--- config.mk ---
export PLATFORM = sky130hd
export DESIGN_NAME = bcd_time_counter
export DESIGN_NICKNAME = d
export VERILOG_FILES = /design/src/rtl/clock_pkg.sv /design/src/rtl/bcd_digit.sv /design/src/rtl/bcd_time_counter.sv
export SDC_FILE = /design/constraint.sdc
export NUM_CORES = 1
export LEC_CHECK = 0
export CAP_MARGIN = 10
export CORE_UTILIZATION = 35
export CTS_BUF_LIST = sky130_fd_sc_hd__clkbuf_4 sky130_fd_sc_hd__clkbuf_8 sky130_fd_sc_hd__clkbuf_16
export CTS_CLUSTER_DIAMETER = 100
export DETAILED_ROUTE_END_ITERATION = 7
export GPL_TIMING_DRIVEN = 0
export SLEW_MARGIN = 20
export SYNTH_ARGS = -nofsm -noshare
export SYNTH_HDL_FRONTEND = slang
export SYNTH_SLANG_ARGS = --single-unit
export TNS_END_PERCENT = 100
--- constraint.sdc ---
create_clock -name clk -period 5.5 [get_ports clk]
set_input_delay 1.1 -clock clk [delete_from_list [all_inputs] [get_ports clk]]
set_output_delay 1.1 -clock clk [all_outputs]
set_load 0.02 [all_outputs]
--- src/rtl/clock_pkg.sv ---
// rtl/clock_pkg.sv - digit limits, BCD digit type and hour encodings for the time counter
package clock_pkg;

    typedef logic [3:0] bcd_t;

    localparam bcd_t SEC_TENS_MAX = 4'd5;
    localparam bcd_t MIN_TENS_MAX = 4'd5;
    localparam bcd_t DEC_MAX      = 4'd9;
    localparam int   HR24_MAX     = 23;
    localparam int   HR12_MIN     = 1;
    localparam int   HR12_MAX     = 12;

    // Packs a two-digit decimal value as {tens, ones} BCD.
    function automatic logic [7:0] bcd_pair(input int v);
        return {4'(v / 10), 4'(v % 10)};
    endfunction

    localparam logic [7:0] HR24_MAX_BCD  = bcd_pair(HR24_MAX);
    localparam logic [7:0] HR12_MIN_BCD  = bcd_pair(HR12_MIN);
    localparam logic [7:0] HR12_MAX_BCD  = bcd_pair(HR12_MAX);
    localparam logic [7:0] HR12_FLIP_BCD = bcd_pair(HR12_MAX - 1);

endpackage

--- src/rtl/bcd_digit.sv ---
// rtl/bcd_digit.sv - one mod-(max+1) BCD digit with enable, synchronous clear and carry out
module bcd_digit
    import clock_pkg::*;
(
    input  logic clk,
    input  logic reset,
    input  logic i_clr,
    input  logic i_en,
    input  bcd_t i_max,
    output bcd_t o_value,
    output logic o_carry
);

    bcd_t r_value;

    always_ff @(posedge clk) begin
        if (reset) begin
            r_value <= 4'd0;
        end else if (i_clr) begin
            r_value <= 4'd0;
        end else if (i_en) begin
            r_value <= (r_value == i_max) ? 4'd0 : r_value + 4'd1;
        end
    end

    assign o_value = r_value;
    assign o_carry = i_en & (r_value == i_max);

endmodule

--- src/rtl/bcd_time_counter.sv ---
// rtl/bcd_time_counter.sv - hh:mm:ss BCD time-of-day counter with set mode and 12/24h hours
module bcd_time_counter
    import clock_pkg::*;
#(
    parameter bit MODE_24H = 1'b1
) (
    input  logic       clk,
    input  logic       reset,
    input  logic       tick,
    input  logic       run_en,
    input  logic       set_mode,
    input  logic       inc_min,
    input  logic       inc_hr,
    output logic [3:0] sec_ones,
    output logic [3:0] sec_tens,
    output logic [3:0] min_ones,
    output logic [3:0] min_tens,
    output logic [3:0] hr_ones,
    output logic [3:0] hr_tens,
    output logic       pm,
    output logic       day_rollover
);

    localparam logic [7:0] HR_RESET_BCD = MODE_24H ? 8'h00 : HR12_MAX_BCD;

    logic       r_set_q;
    bcd_t       r_hr_tens;
    bcd_t       r_hr_ones;
    logic       r_pm;
    logic       r_day_rollover;

    logic       w_set_exit;
    logic       w_run;
    logic       w_sec_ones_c;
    logic       w_sec_tens_c;
    logic       w_min_ones_c;
    logic       w_min_tens_c;
    logic       w_min_en;
    logic       w_hr_en;
    logic       w_midnight;
    logic [7:0] w_hr;
    bcd_t       w_hr_tens_nxt;
    bcd_t       w_hr_ones_nxt;
    logic       w_pm_nxt;

    // The tick landing on the set-mode exit edge is dropped so the next one reads :01.
    assign w_set_exit = r_set_q & ~set_mode;
    assign w_run      = ~set_mode & run_en & tick & ~w_set_exit;
    assign w_min_en   = (w_run & w_sec_tens_c) | (set_mode & inc_min);
    assign w_hr_en    = (w_run & w_min_tens_c) | (set_mode & inc_hr);
    assign w_hr       = {r_hr_tens, r_hr_ones};

    bcd_digit u_sec_ones (
        .clk     (clk),
        .reset   (reset),
        .i_clr   (w_set_exit),
        .i_en    (w_run),
        .i_max   (DEC_MAX),
        .o_value (sec_ones),
        .o_carry (w_sec_ones_c)
    );

    bcd_digit u_sec_tens (
        .clk     (clk),
        .reset   (reset),
        .i_clr   (w_set_exit),
        .i_en    (w_sec_ones_c),
        .i_max   (SEC_TENS_MAX),
        .o_value (sec_tens),
        .o_carry (w_sec_tens_c)
    );

    bcd_digit u_min_ones (
        .clk     (clk),
        .reset   (reset),
        .i_clr   (1'b0),
        .i_en    (w_min_en),
        .i_max   (DEC_MAX),
        .o_value (min_ones),
        .o_carry (w_min_ones_c)
    );

    bcd_digit u_min_tens (
        .clk     (clk),
        .reset   (reset),
        .i_clr   (1'b0),
        .i_en    (w_min_ones_c),
        .i_max   (MIN_TENS_MAX),
        .o_value (min_tens),
        .o_carry (w_min_tens_c)
    );

    always_comb begin
        w_hr_tens_nxt = r_hr_tens;
        w_hr_ones_nxt = r_hr_ones;
        w_pm_nxt      = r_pm;
        if (MODE_24H) begin
            if (w_hr == HR24_MAX_BCD) begin
                {w_hr_tens_nxt, w_hr_ones_nxt} = 8'h00;
            end else if (r_hr_ones == DEC_MAX) begin
                w_hr_tens_nxt = r_hr_tens + 4'd1;
                w_hr_ones_nxt = 4'd0;
            end else begin
                w_hr_ones_nxt = r_hr_ones + 4'd1;
            end
        end else begin
            // 12 is followed by 01; the AM/PM flip happens entering 12, not leaving it.
            if (w_hr == HR12_MAX_BCD) begin
                {w_hr_tens_nxt, w_hr_ones_nxt} = HR12_MIN_BCD;
            end else if (w_hr == HR12_FLIP_BCD) begin
                {w_hr_tens_nxt, w_hr_ones_nxt} = HR12_MAX_BCD;
                w_pm_nxt = ~r_pm;
            end else if (r_hr_ones == DEC_MAX) begin
                w_hr_tens_nxt = r_hr_tens + 4'd1;
                w_hr_ones_nxt = 4'd0;
            end else begin
                w_hr_ones_nxt = r_hr_ones + 4'd1;
            end
        end
    end

    assign w_midnight = w_run & w_min_tens_c &
                        (MODE_24H ? (w_hr == HR24_MAX_BCD) : ((w_hr == HR12_FLIP_BCD) & r_pm));

    always_ff @(posedge clk) begin
        if (reset) begin
            r_set_q                <= 1'b0;
            {r_hr_tens, r_hr_ones} <= HR_RESET_BCD;
            r_pm                   <= 1'b0;
            r_day_rollover         <= 1'b0;
        end else begin
            r_set_q        <= set_mode;
            r_day_rollover <= w_midnight;
            if (w_hr_en) begin
                r_hr_tens <= w_hr_tens_nxt;
                r_hr_ones <= w_hr_ones_nxt;
                r_pm      <= w_pm_nxt;
            end
        end
    end

    assign hr_tens      = r_hr_tens;
    assign hr_ones      = r_hr_ones;
    assign pm           = MODE_24H ? 1'b0 : r_pm;
    assign day_rollover = r_day_rollover;

endmodule

==> flow_metrics.env <==
export IMPL_ys_types=47
export IMPL_synth_top_cell_area_share_pct=38.1
export IMPL_layout_drive_gt1_share_pct=11.0
export IMPL_wl_met1_um=1460
export IMPL_startpoint_type="input pin"
export IMPL_clk_pin_slew_ns=0.09
export IMPL_crit_required_ns=5.71
export IMPL_crit_arrival_ns=3.29
export IMPL_ir_drop_v=0.0000777
export IMPL_hold_class="flop to flop"
export IMPL_track_usage_pct=16.0
export IMPL_drt_iter0_drc=37
export IMPL_netSwitchingFraction_pct=22.8
export IMPL_cts_max_level=1
export IMPL_wl_met3_um=84
export IMPL_fillerInstances=379
export IMPL_slew_headroom_pct=65.8
export IMPL_io_buffers=30
export IMPL_clkPwrFrac_pct=36.0
export IMPL_die_w_um=64.5
export IMPL_maxCapViolations=0
export IMPL_fin_crit_ns=3.08
export IMPL_status="finished, final reports clean"
export IMPL_viasPerCell=5.12
export IMPL_route_detailed_drc=0
export IMPL_wl_per_cell_um=13.1
export IMPL_critPathMaxFanout=8
export IMPL_num_io_pins=33
export IMPL_routabilityCongestion=0.784
export IMPL_syn_cell_area_mm2=0.00137
export IMPL_final_setup_viol_count=0
export IMPL_yosys_warnings=0
export IMPL_seq_area_frac_synth_pct=38.1
export IMPL_detail_route_antenna_nets=0
export IMPL_leakage_uw=0.000601
export IMPL_vias=1172
export IMPL_fin_nets=193
export IMPL_power_uw=348
export IMPL_cts_made_buffers=3
export IMPL_pwr_share_comb_pct=8.3
export IMPL_ctsHoldBuffers=0
export IMPL_floorplan_rows=22
export IMPL_sequentialPowerShare_pct=55.7
export IMPL_dieArea_mm2=0.00415
export IMPL_num_antenna_cells=0
export IMPL_grt_overflow_total=0
export IMPL_cts_tree="yes"
export IMPL_design_area_mm2=0.00178
export IMPL_dp_hpwl_um=2140
export IMPL_p_int_uw=268
export IMPL_grt_pass1_vias=1110
export IMPL_synth_seq_cells=26
export IMPL_clock_sinks=26
export IMPL_end_kind="flop"
export IMPL_area_growth_pct=30.4
export IMPL_finalHoldWorstSlack_ns=0.519
export IMPL_path_class="input pin to flop"
export IMPL_wl_met2_um=1390
export IMPL_cts_setup_buffers=0
export IMPL_avgSynthCellArea_um2=9.29
export IMPL_yosysTopAreaCell="dfxtp_1"
export IMPL_drtPass1Iterations=4
export IMPL_clk_latency_ns=0.28
export IMPL_hold_viol=0
export IMPL_rsz0062_at_grt="no"
export IMPL_dpl_instance_area_mm2=0.00173
export IMPL_switchingPower_uw=79.4
export IMPL_netlist_instances=147
export IMPL_fin_crit_sh_pct=56.0
export IMPL_top_layer="met4"
export IMPL_grt_max_degree=15
export IMPL_finalMaxSlewViolations=0
export IMPL_powerDensity_mw_per_mm2=195
export IMPL_drt_total_wl_um=2990
export IMPL_grt_pass1_wl_um=5130
export IMPL_floorplan_initialDensity_pct=37.0
export IMPL_worst_pin_slew_ns=0.508
export IMPL_grt_antenna_before_repair=0
export IMPL_setup_tns_final_ns=0
export IMPL_cts_resized_gates=0
export IMPL_max_freq_mhz=325
export IMPL_finClkSkew_ns=0.0110
export IMPL_core_mm2=0.00369
export IMPL_die_y_um=64.5
export IMPL_syn_num_nets=158
export IMPL_cts_root_buf="clkbuf_8"
export IMPL_synth_area_top_cells="dfxtp_1, nor2_1, a21oi_1"
export IMPL_clockBufferDepth=2
[power by group through the flow]
stage / Sequential, µW / Combinational [µW] / Clock [µW]
global placement: 198 / 28.5 / 0
CTS: 194 / 29.2 / 130
global route: 194 / 31.2 / 139
finish: 194 / 28.9 / 125
floorplan: 200 / 14.5 / 0
detailed placement: 198 / 29.0 / 0
[metrics by stage]
stage / worst slack, ns / instances / util, %
after CTS: 2.44 / 229 / 48.3
after global placement: 2.16 / 225 / 46.8
after floorplan: 2.95 / 147 / -
after global routing: 2.29 / 229 / 48.3
final: 2.42 / 229 / 48.3
after detailed placement: 2.16 / 225 / 46.8
[sequential cells by signal, summed over array words and instances (netlist names)]
name / cells
hr_tens: 4
r_set_q: 1
u_sec_ones.o_value: 4
hr_ones: 4
u_min_tens.o_value: 4
u_sec_tens.o_value: 4
u_min_ones.o_value: 4
day_rollover: 1
[critical path, cell delays in order]
cell and delay, ns:
clkdlybuf4s50_1 0.55, nand4bb_4 0.31, nor4_4 0.52, o21ai_1 0.23
or3_1 0.40, a41oi_2 0.19
[path summary, 6_finish.rpt]
check | startpoint | end | slack [ns] | cells past startpoint
setup reg to reg | u_sec_tens.o_value[2]$_SDFFE_PP0N_ | u_min_ones.o_value[3]$_SDFFE_PP0N_ | 3.42 | 5
setup / recovery | set_mode | u_min_ones.o_value[3]$_SDFFE_PP0N_ | 2.42 | 6
hold / removal | hr_tens[3]$_SDFFE_PP0P_ | hr_tens[3]$_SDFFE_PP0P_ | 0.52 | 2
hold reg to reg | hr_tens[3]$_SDFFE_PP0P_ | hr_tens[3]$_SDFFE_PP0P_ | 0.52 | 2
[per-layer routing]
layer  vias to the layer above  GRT usage [%]
li1                        602              -
met1                       541           20.9
met2                        24           25.7
met3                         5           2.46
met4                         0           7.50
met5                         -              0
[synthesized netlist by cell type (all sizes together)]
library cell	n
nor3	4
and3b	1
nor2	17
o21a	1
nor4	1
ha	4
a21o	3
nor4bb	2
nand4bb	2
nand2	9
inv	8
clkbuf	2
and3	1
a311oi	3
o21ai	5
nand3	3
or3	4
nor3b	2
dfxtp	26
nand3b	4
a31oi	3
and2	2
nand4	2
o211ai	2
or3b	1
mux2i	3
o2111ai	1
buf	2
nand2b	4
a22oi	1
conb	1
nor2b	1
a32oi	1
xor2	1
a21oi	11
xnor2	5
a32o	1
nor4b	1
a41oi	2
[cells by family (layout without fill, tap and decap cells)]
family                   count (synthesis)  after routing  synth area share (%)
XOR/XNOR                                 6              6                  3.85
AO/OA/AOI/OAI                           34             34                  18.1
multiplexers                             3              3                  2.20
flip-flops                              26             26                  38.1
AND/OR/NAND/NOR                         61             61                  29.2
buffers and inverters                   12             46                  4.58
adder cells (fa/ha/maj)                  4              4                  3.67
other                                    1              1                 0.275
[cell type report]
class / count / area (µm²) / share of cell area (%)
inverters: 8 / 30.0 / 1.69
multi-input cells: 109 / 782 / 43.9
flip-flops and latches: 26 / 520 / 29.2
clock buffers: 4 / 55.1 / 3.09
well taps: 48 / 60.1 / 3.37
repair buffers: 30 / 300 / 16.9
plain buffers: 4 / 32.5 / 1.83
[placed cells by master (no fill, tap or decap), types with 5 or more instances in the layout]
| master | instances |
|---|---|
| clkdlybuf4s50_1 | 30 |
| a21oi_1 | 11 |
| dfxtp_1 | 26 |
| clkbuf_8 | 5 |
| nor2_1 | 17 |
| xnor2_1 | 5 |
| inv_1 | 7 |
| nand2_1 | 9 |
No activity file was read; power rests on OpenSTA's default activity.
